**config.mk**
```make
export PLATFORM = sky130hd
export DESIGN_NAME = regfile_wb_arbiter
export DESIGN_NICKNAME = d
export VERILOG_FILES = /design/src/rtl/regfile_wb_arbiter_pkg.sv /design/src/rtl/regfile_wb_arbiter_skid.sv /design/src/rtl/regfile_wb_arbiter.sv
export SDC_FILE = /design/constraint.sdc
export NUM_CORES = 1
export LEC_CHECK = 0
export BUFFER_PORTS_ARGS = -buffer_cell sky130_fd_sc_hd__buf_2
export CORE_UTILIZATION = 35
export CTS_CLUSTER_DIAMETER = 200
export CTS_CLUSTER_SIZE = 30
export DETAILED_ROUTE_END_ITERATION = 8
export PLACE_DENSITY = 0.57
export SYNTH_ARGS = -nofsm -noshare
export SYNTH_HDL_FRONTEND = slang
export SYNTH_SLANG_ARGS = --single-unit
```
**constraint.sdc**
```tcl
create_clock -name clk -period 4.6 [get_ports clk]
set_clock_uncertainty 0.1 [all_clocks]
set_input_delay 1.15 -clock clk [delete_from_list [all_inputs] [get_ports clk]]
set_output_delay 1.15 -clock clk [all_outputs]
set_load 0.005 [all_outputs]
```
**src/rtl/regfile_wb_arbiter_pkg.sv**
```systemverilog
// Shared constants and types for the register-file writeback arbiter.
package regfile_wb_arbiter_pkg;

    localparam int DATA_W   = 32;
    localparam int ADDR_W   = 3;
    localparam int NUM_REGS = 2 ** ADDR_W;

    // write_data_sel encodings seen by the register file
    localparam logic SEL_ALU = 1'b1;
    localparam logic SEL_ID  = 1'b0;

    // EMPTY: both sources may be accepted; HELD: a deferred ID write is buffered
    typedef enum logic {
        EMPTY = 1'b0,
        HELD  = 1'b1
    } arb_state_t;

endpackage

```
**src/rtl/regfile_wb_arbiter_skid.sv**
```systemverilog
// One-entry holding register for an ID write that lost a same-cycle race to the ALU.
module wb_skid_buffer #(
    parameter int DATA_W = 32,
    parameter int ADDR_W = 3
) (
    input  logic              clk,
    input  logic              reset,
    input  logic              load,
    input  logic              unload,
    input  logic [ADDR_W-1:0] load_addr,
    input  logic [DATA_W-1:0] load_data,
    output logic              full,
    output logic [ADDR_W-1:0] buf_addr,
    output logic [DATA_W-1:0] buf_data
);

    // Capture on load, release on unload; reset drops any held entry
    always_ff @(posedge clk or posedge reset) begin
        if (reset) begin
            full     <= 1'b0;
            buf_addr <= '0;
            buf_data <= '0;
        end else begin
            if (load) begin
                full     <= 1'b1;
                buf_addr <= load_addr;
                buf_data <= load_data;
            end else if (unload) begin
                full <= 1'b0;
            end
        end
    end

endmodule

```
**src/rtl/regfile_wb_arbiter.sv**
```systemverilog
// Arbitrates the register file's single write port between the ALU and ID
// writeback paths, and reports which registers still have a write in flight.
module regfile_wb_arbiter #(
    parameter int DATA_W   = 32,
    parameter int ADDR_W   = 3,
    parameter int NUM_REGS = 2 ** ADDR_W
) (
    input  logic              clk,
    input  logic              reset,
    input  logic              alu_valid,
    output logic              alu_ready,
    input  logic [ADDR_W-1:0] alu_addr,
    input  logic [DATA_W-1:0] alu_data,
    input  logic              id_valid,
    output logic              id_ready,
    input  logic [ADDR_W-1:0] id_addr,
    input  logic [DATA_W-1:0] id_data,
    input  logic [ADDR_W-1:0] read_addr1,
    input  logic [ADDR_W-1:0] read_addr2,
    input  logic [ADDR_W-1:0] br_addr,
    output logic              hazard1,
    output logic              hazard2,
    output logic              hazard_br,
    output logic [ADDR_W-1:0] write_addr,
    output logic [DATA_W-1:0] write_value_alu,
    output logic [DATA_W-1:0] write_value_id,
    output logic              write_data_sel,
    output logic              write_enable,
    output logic              busy
);

    import regfile_wb_arbiter_pkg::*;

    arb_state_t          state, next_state;
    logic                buf_full;
    logic [ADDR_W-1:0]   buf_addr;
    logic [DATA_W-1:0]   buf_data;
    logic                buf_load, buf_unload;
    logic                issue_en, issue_sel;
    logic [ADDR_W-1:0]   issue_addr;
    logic [DATA_W-1:0]   issue_data;
    logic [NUM_REGS-1:0] pending;

    wb_skid_buffer #(
        .DATA_W(DATA_W),
        .ADDR_W(ADDR_W)
    ) u_skid (
        .clk      (clk),
        .reset    (reset),
        .load     (buf_load),
        .unload   (buf_unload),
        .load_addr(id_addr),
        .load_data(id_data),
        .full     (buf_full),
        .buf_addr (buf_addr),
        .buf_data (buf_data)
    );

    assign busy = buf_full;

    // Arbitration state register
    always_ff @(posedge clk or posedge reset) begin
        // NOTE: sequential state uses <= so every register samples pre-edge values.
        if (reset) state <= EMPTY;
        else       state <= next_state;
    end

    // Next-state, readiness and write selection; readies depend on state only
    always_comb begin
        // NOTE: every output gets a default first so no path infers a latch.
        next_state = state;
        alu_ready  = 1'b0;
        id_ready   = 1'b0;
        buf_load   = 1'b0;
        buf_unload = 1'b0;
        issue_en   = 1'b0;
        issue_sel  = SEL_ID;
        issue_addr = '0;
        issue_data = '0;
        unique case (state)
            EMPTY: begin
                alu_ready = 1'b1;
                id_ready  = 1'b1;
                if (alu_valid) begin
                    // ALU wins a same-cycle race so a colliding ID value lands last
                    issue_en   = 1'b1;
                    issue_sel  = SEL_ALU;
                    issue_addr = alu_addr;
                    issue_data = alu_data;
                    if (id_valid) begin
                        buf_load   = 1'b1;
                        next_state = HELD;
                    end
                end else if (id_valid) begin
                    issue_en   = 1'b1;
                    issue_sel  = SEL_ID;
                    issue_addr = id_addr;
                    issue_data = id_data;
                end
            end
            HELD: begin
                issue_en   = 1'b1;
                issue_sel  = SEL_ID;
                issue_addr = buf_addr;
                issue_data = buf_data;
                buf_unload = 1'b1;
                next_state = EMPTY;
            end
            default: next_state = EMPTY;
        endcase
    end

    // Registered write port; address/select/data hold while idle
    always_ff @(posedge clk or posedge reset) begin
        if (reset) begin
            write_enable    <= 1'b0;
            write_addr      <= '0;
            write_data_sel  <= SEL_ID;
            write_value_alu <= '0;
            write_value_id  <= '0;
        end else begin
            write_enable <= issue_en;
            if (issue_en) begin
                write_addr     <= issue_addr;
                write_data_sel <= issue_sel;
                if (issue_sel == SEL_ALU) write_value_alu <= issue_data;
                else                      write_value_id  <= issue_data;
            end
        end
    end

    // Pending-write scoreboard: registered write plus any buffered entry
    always_comb begin
        for (int r = 0; r < NUM_REGS; r++) begin
            pending[r] = (write_enable && (write_addr == ADDR_W'(r))) ||
                         (buf_full && (buf_addr == ADDR_W'(r)));
        end
    end

    assign hazard1   = pending[read_addr1];
    assign hazard2   = pending[read_addr2];
    assign hazard_br = pending[br_addr];

endmodule
```
==> flow_metrics.env, run 1 <==
export IMPL_timing_critical_path_mode_cell="buf_2"
export IMPL_timing_critical_path_to_type="primary output"
export IMPL_postcts_resize_cnt=0
export IMPL_grtUsageMet2_pct=27.8
export IMPL_clockRootBuffer="clkbuf_16"
export IMPL_drtPass1Iterations=4
export IMPL_largest_net_degree_at_the_start_of_global_routing=68
export IMPL_gate_family_responsible_for_the_most_delay_along_the_worst_path="compound AO/OA/AOI/OAI gates"
export IMPL_final_min_clock_period_ps=3540
export IMPL_num_vias=3286
export IMPL_grt_pass1_vias=3329
export IMPL_antenna_found_initial=0
export IMPL_slew_limit_headroom_pct=48.0
export IMPL_global_route_usage_total_pct=15.7
export IMPL_comb_power_share_pct=18.5
export IMPL_class_of_the_worst_hold_path="flop to flop"
export IMPL_grt_setup_unrepaired="false"
export IMPL_top_level_ports=158
export IMPL_final_number_of_max_transition_violations=0
export IMPL_pwr_share_clk_pct=32.7
export IMPL_worst_endpoint_required_ps=3350
export IMPL_place_congestion=0.724
export IMPL_drt_total_wl_um=10300
export IMPL_sinks_on_the_clock_net=106
export IMPL_placement_setup_worst_slack_ps=1070
export IMPL_worstSkewPairLatency_ps=340
export IMPL_cts_max_level=3
export IMPL_number_of_enable_type_register_cells_in_the_synthesized_netlist=0
export IMPL_cts_tree="yes"
export IMPL_leading_cell_type_by_number_of_instances_after_synthesis="dfrtp_1"
export IMPL_max_stage_delay_ps=370
export IMPL_reg2reg_depth=4
export IMPL_worst_endpoint_arrival_ps=2290
export IMPL_finalHoldViolCount=0
export IMPL_post_route_cells_drive_above_1_share_pct=50.1
export IMPL_maximum_fanout_along_the_worst_path=4
export IMPL_cp_slowest_cell="a2111oi_2"
export IMPL_max_freq_ghz=0.283
export IMPL_worstHoldPathCells=2
export IMPL_cts_root_to_sink_buffers=2
export IMPL_met1_grt_util_pct=18.0
export IMPL_p_leak_nw=2.83
export IMPL_grt_overflow_total=0
export IMPL_ys_warn_count=0
export IMPL_timing_setup_tns_ps=0
export IMPL_cap_viol_max_count=0
export IMPL_remaining_drcs=0
export IMPL_via_per_inst=4.84
export IMPL_synthTopCellsByArea="dfrtp_1 57%, mux2_2 16%, mux2i_1 6.9%, o21ai_1 3.1%, nand2_1 2.8%"
export IMPL_synth_nets=432
export IMPL_crit_path_start_kind="input pin"
export IMPL_critical_path_n_buffers_inverters=2
export IMPL_number_of_instances_in_the_synthesized_netlist=349
export IMPL_synth_top_flop_cell="dfrtp_1"
export IMPL_wire_per_inst_um=15.2
export IMPL_layout_setup_ws_ps=1060
export IMPL_cts_hold_repair_buffers=0
export IMPL_pwrdens_mw_per_mm2=412
export IMPL_portBuffers=157
export IMPL_cell_internal_pwr_mw=1.78
export IMPL_p_sw_mw=0.617
export IMPL_max_slew_worst_pin_slew_ps=779
export IMPL_netlist_area_leader_share_pct=57.5
export IMPL_drtIter0Drc=92
export IMPL_finalCoreUtilization_pct=45.6
export IMPL_final_antenna_net_count=0
export IMPL_dpl_hpwl_um=7310
export IMPL_fp_dieH_um=117
export IMPL_post_synth_num_cell_types=28
export IMPL_clkTransAtPathRegs_ps=70
export IMPL_layout_worst_path_cycle_share_pct=76.9
export IMPL_design_die_area_mm2=0.0136
export IMPL_synth_yosys_seq_area_share_pct=57.5
export IMPL_grt_pass1_wl_um=16300
export IMPL_synth_top_area_cell="dfrtp_1"
export IMPL_finalNetCount=585
export IMPL_synth_top_cells_by_count="106 x dfrtp_1, 65 x mux2_2, 35 x nand2_1"
export IMPL_core_area_mm2=0.0127
export IMPL_power_sequential_fraction_pct=48.8
export IMPL_synth_async_sr_flop_share_pct=100
export IMPL_cts_made_buffers=9
export IMPL_post_cts_setup_buffer_count=0
export IMPL_count_of_state_elements_after_synthesis=106
export IMPL_final_setup_viol_count=0
export IMPL_crit_cells=5
export IMPL_outcome="finished, final reports clean"
export IMPL_power_switching_fraction_pct=25.8
export IMPL_globalRoute_busiestLayer="met2"
export IMPL_setup_worst_path_class="input pin to primary output"
export IMPL_syn_to_final_growth_pct=25.8
export IMPL_initial_utilization_pct=36.3
export IMPL_netlist_area_mm2=0.00461
export IMPL_crit_path_cell_trace="buf_2, xnor2_1, a221oi_1, a2111oi_2, buf_2"
export IMPL_antenna_diode_count=0
export IMPL_global_route_usage_met3_pct=3.35
export IMPL_syn_avg_cell_area_um2=13.2
export IMPL_fp_row_count=41
export IMPL_maximum_resistive_drop_on_vdd_v=0.000186
export IMPL_die_width_um=117
==> worst paths after layout <==
path	slack, ps	endpoint	start
max in group asynchronous	2720	write_value_id[21]$_DFFE_PP0P_	reset
worst min register to register	380	write_value_id[29]$_DFFE_PP0P_	u_skid.buf_data[29]$_DFFE_PP0P_
worst max register to register	2230	write_value_alu[6]$_DFFE_PP0P_	state$_DFF_PP0_
worst min-delay path	380	write_value_id[29]$_DFFE_PP0P_	u_skid.buf_data[29]$_DFFE_PP0P_
worst max-delay path	1060	hazard_br	br_addr[0]
min in group asynchronous	830	write_value_alu[5]$_DFFE_PP0P_	reset
==> state kept, by name, summed over array words and instances, names as in the netlist <==
name,flops
state,1
u_skid.full,1
write_addr,3
write_enable,1
u_skid.buf_addr,3
write_data_sel,1
write_value_id,32
u_skid.buf_data,32
write_value_alu,32
==> power groups by stage <==
stage	registers [mW]	clock network (mW)	logic (mW)
2_1_floorplan	1.18	0	0.255
3_3_place_gp	1.18	0	0.441
3_5_place_dp	1.19	0	0.453
4_1_cts	1.17	0.814	0.453
5_1_grt	1.19	0.846	0.497
6_report	1.17	0.782	0.443
==> area by class of cell <==
type / instances / area (um2)
Clock buffer: 13 / 260
Clock inverter: 3 / 47.5
Fill cell: 1221 / 6920
Inverter: 6 / 25.0
Multi-Input combinational cell: 218 / 1790
Sequential cell: 106 / 2650
Tap cell: 172 / 215
Timing Repair Buffer: 161 / 816
==> cells in the final DEF, fill, tap and decap left out <==
cell         n
nand2_2      1
inv_2        1
inv_1        4
xnor2_1      6
and3b_1      4
a21oi_1      3
a2111oi_2    3
o21ai_0      7
mux2_1       2
or3b_2       2
buf_2      157
nand2b_1     3
o21ai_1     29
and3_1       2
dfrtp_2      1
nand2_1     35
dfrtp_1    105
buf_4        4
inv_4        1
nand2b_2     1
clkbuf_16    9
or3_1        1
mux2i_1     32
bufinv_16    1
nor3b_1      2
clkbuf_8     2
clkinv_4     2
a221oi_1    12
mux2_2      65
o22ai_1      4
nand3_4      1
clkbuf_1     2
or2_2        3
==> metrics by stage <==
step	instance area [um2]	total power, mW	instances	hold slack (ps)
6_report	5800	2.39	679	377
5_1_grt	5800	2.53	679	402
4_1_cts	5800	2.44	679	379
3_5_place_dp	5500	1.64	663	363
3_3_place_gp	5500	1.62	663	355
2_1_floorplan	4610	1.44	349	344
==> cell families after synthesis <==
family | synth area share, %
simple gates | 6.18
mux | 23.3
buf+inv | 3.85
compound gates | 8.03
xor+xnor | 1.14
flops | 57.5
==> tightest hold or removal path: stages (launching register included) <==
cell and delay, ps:
dfrtp_1 340, nand2_1 50, o21ai_0 60
==> metal layers <==
layer	vias up	wire (um)
met4	0	248
met1	1624	4230
met2	94	5300
met5	-	0
li1	1550	-
met3	18	523
Note: power is estimated with default switching activity, not from simulation.
==> inputs of run 2 (changes only) <==
ABC_AREA = 1   (was not set)
PLACE_DENSITY = 0.59   (was 0.57)
clock period = 3.2 ns   (was 4.6 ns; I/O delays follow)
==> flow_metrics.env, run 2 <==
export IMPL_max_slew_worst_pin_slew_ps=685
export IMPL_cts_root_to_sink_buffers=2
export IMPL_worst_endpoint_arrival_ps=1720
export IMPL_core_area_mm2=0.0133
export IMPL_largest_net_degree_at_the_start_of_global_routing=107
export IMPL_layout_common_cells="249 x nand2_1, 157 x buf_2, 106 x dfrtp_1"
export IMPL_place_inst=898
export IMPL_maximum_resistive_drop_on_vdd_v=0.000265
export IMPL_class_of_the_worst_hold_path="flop to flop"
export IMPL_cts_made_buffers=9
export IMPL_remaining_drcs=0
export IMPL_synthTopCellsByArea="dfrtp_1 55%, nand2_1 20%, o21ai_0 4.3%, nand3_1 3.8%, inv_1 3.1%"
export IMPL_netlist_area_mm2=0.00478
export IMPL_drtPass1Iterations=5
export IMPL_final_min_clock_period_ps=2620
export IMPL_synth_top_flop_cell="dfrtp_1"
export IMPL_grt_pass1_vias=4279
export IMPL_crit_path_start_kind="flop"
export IMPL_global_route_usage_total_pct=19.0
export IMPL_grt_overflow_total=0
export IMPL_cap_viol_max_count=0
export IMPL_place_congestion=0.844
export IMPL_final_setup_viol_count=0
export IMPL_pwrdens_mw_per_mm2=583
export IMPL_top_level_ports=158
export IMPL_num_vias=4386
export IMPL_setup_worst_path_class="flop to primary output"
export IMPL_grt_setup_unrepaired="false"
export IMPL_antenna_found_initial=0
export IMPL_globalRoute_busiestLayer="met2"
export IMPL_clockRootBuffer="clkbuf_16"
export IMPL_synth_top_cells_by_count="249 x nand2_1, 106 x dfrtp_1, 41 x o21ai_0"
export IMPL_timing_critical_path_mode_cell="nand2_1"
export IMPL_critical_path_n_buffers_inverters=2
export IMPL_layout_top_registers="u_skid.buf_data: 32 flops, write_value_alu: 32 flops, write_value_id: 32 flops"
export IMPL_grt_pass1_wl_um=21100
export IMPL_outcome="finished, final reports clean"
export IMPL_post_synth_num_cell_types=20
export IMPL_final_number_of_max_transition_violations=0
export IMPL_gate_family_responsible_for_the_most_delay_along_the_worst_path="simple AND/OR/NAND/NOR gates"
export IMPL_antenna_diode_count=0
export IMPL_cp_slowest_cell="dfrtp_1"
export IMPL_syn_avg_cell_area_um2=8.16
export IMPL_slew_limit_headroom_pct=54.3
export IMPL_drt_total_wl_um=13100
export IMPL_met1_grt_util_pct=24.6
export IMPL_number_of_enable_type_register_cells_in_the_synthesized_netlist=0
export IMPL_drtIter0Drc=317
export IMPL_number_of_instances_in_the_synthesized_netlist=586
export IMPL_leading_cell_type_by_number_of_instances_after_synthesis="nand2_1"
export IMPL_via_per_inst=4.81
export IMPL_synth_nets=669
export IMPL_postcts_resize_cnt=0
export IMPL_design_die_area_mm2=0.0141
export IMPL_synth_yosys_seq_area_share_pct=55.5
export IMPL_p_leak_nw=3.20
export IMPL_die_width_um=119
export IMPL_cts_max_level=3
export IMPL_max_stage_delay_ps=390
export IMPL_crit_path_cell_trace="inv_1, nor2_1, nand2_1, nand3_1, nand3_1, nand2_1, nand2_1, nand2_1, buf_2"
export IMPL_sinks_on_the_clock_net=106
export IMPL_finalNetCount=816
export IMPL_cts_hold_repair_buffers=0
export IMPL_syn_to_final_growth_pct=25.9
export IMPL_synth_top_area_cell="dfrtp_1"
export IMPL_fin_worst_hold_slack_ps=367
export IMPL_post_layout_nonfiller_instances=912
export IMPL_portBuffers=157
export IMPL_worstSkewPairLatency_ps=350
export IMPL_initial_utilization_pct=36.0
export IMPL_ys_warn_count=0
export IMPL_fp_dieH_um=119
export IMPL_dpl_hpwl_um=8900
export IMPL_finalHoldViolCount=0
export IMPL_post_route_cells_drive_above_1_share_pct=25.5
export IMPL_fp_row_count=42
export IMPL_timing_setup_tns_ps=0
export IMPL_wire_per_inst_um=14.4
export IMPL_mostFrequentLayoutCell="nand2_1"
export IMPL_cts_tree="yes"
export IMPL_clkTransAtPathRegs_ps=60
export IMPL_final_antenna_net_count=0
export IMPL_max_freq_ghz=0.381
export IMPL_global_route_usage_met3_pct=4.50
export IMPL_finalCoreUtilization_pct=45.3
export IMPL_synth_async_sr_flop_share_pct=100
export IMPL_layout_worst_path_cycle_share_pct=82.0
export IMPL_timing_critical_path_to_type="primary output"
export IMPL_netlist_area_leader_share_pct=55.5
export IMPL_count_of_state_elements_after_synthesis=106
export IMPL_maximum_fanout_along_the_worst_path=4
export IMPL_worst_endpoint_required_ps=2300
export IMPL_post_cts_setup_buffer_count=0
export IMPL_grtUsageMet2_pct=31.1
run 2: kinds of logic after synthesis:
| family | synth area share (%) |
|---|---|
| and+or+nand+nor | 26.2 |
| muxes | 0.471 |
| buffers and inverters | 6.96 |
| DFF | 55.5 |
| AOI/OAI and AO/OA | 10.9 |
run 2: final timing paths:
path / slack, ps / depth (start not counted) / startpoint / endpoint
min in group asynchronous: 510 / 3 / reset / write_value_alu[9]$_DFFE_PP0P_
worst max-delay path: 580 / 9 / u_skid.full$_DFFE_PP0P_ / hazard_br
worst min register to register: 370 / 2 / write_value_alu[5]$_DFFE_PP0P_ / write_value_alu[5]$_DFFE_PP0P_
max in group asynchronous: 2040 / 3 / reset / u_skid.buf_data[20]$_DFFE_PP0P_
worst min-delay path: 370 / 2 / write_value_alu[5]$_DFFE_PP0P_ / write_value_alu[5]$_DFFE_PP0P_
worst max register to register: 1140 / 7 / state$_DFF_PP0_ / u_skid.buf_data[28]$_DFFE_PP0P_
run 2: where the power goes:
part           internal (mW)  switching [mW]
sequential              1.53           0.101
clock                  0.757           0.464
combinational          0.268           0.385
total                   2.56           0.950
run 2: metal layers:
metal	vias to the layer above	share of wire, %
li1	2159	-
met1	2089	46
met2	117	48
met3	21	3.7
met4	0	1.9
met5	-	0
run 2: cell type report:
| class | count | area [um2] |
|---|---|---|
| Clock buffer | 11 | 233 |
| Clock inverter | 3 | 90.1 |
| Fill cell | 1337 | 7280 |
| Inverter | 45 | 173 |
| Multi-Input combinational cell | 408 | 1800 |
| Sequential cell | 106 | 2650 |
| Tap cell | 176 | 220 |
| Timing Repair Buffer | 163 | 856 |
run 2: worst register-to-register path, delay by kind of cell (launching register included):
kind                   cells  cell delay (ps)
AND/OR/NAND/NOR            4              850
buffers and inverters      3              610
flip-flops                 1              380
run 2: through the flow:
step | worst slack [ps] | cell area [um2] | power [mW]
3_3_place_gp | 856 | 5700 | 2.29
6_report | 577 | 6020 | 3.51
5_1_grt | 436 | 6020 | 3.70
4_1_cts | 608 | 6020 | 3.55
3_5_place_dp | 801 | 5700 | 2.32
2_1_floorplan | 1030 | 4780 | 2.01
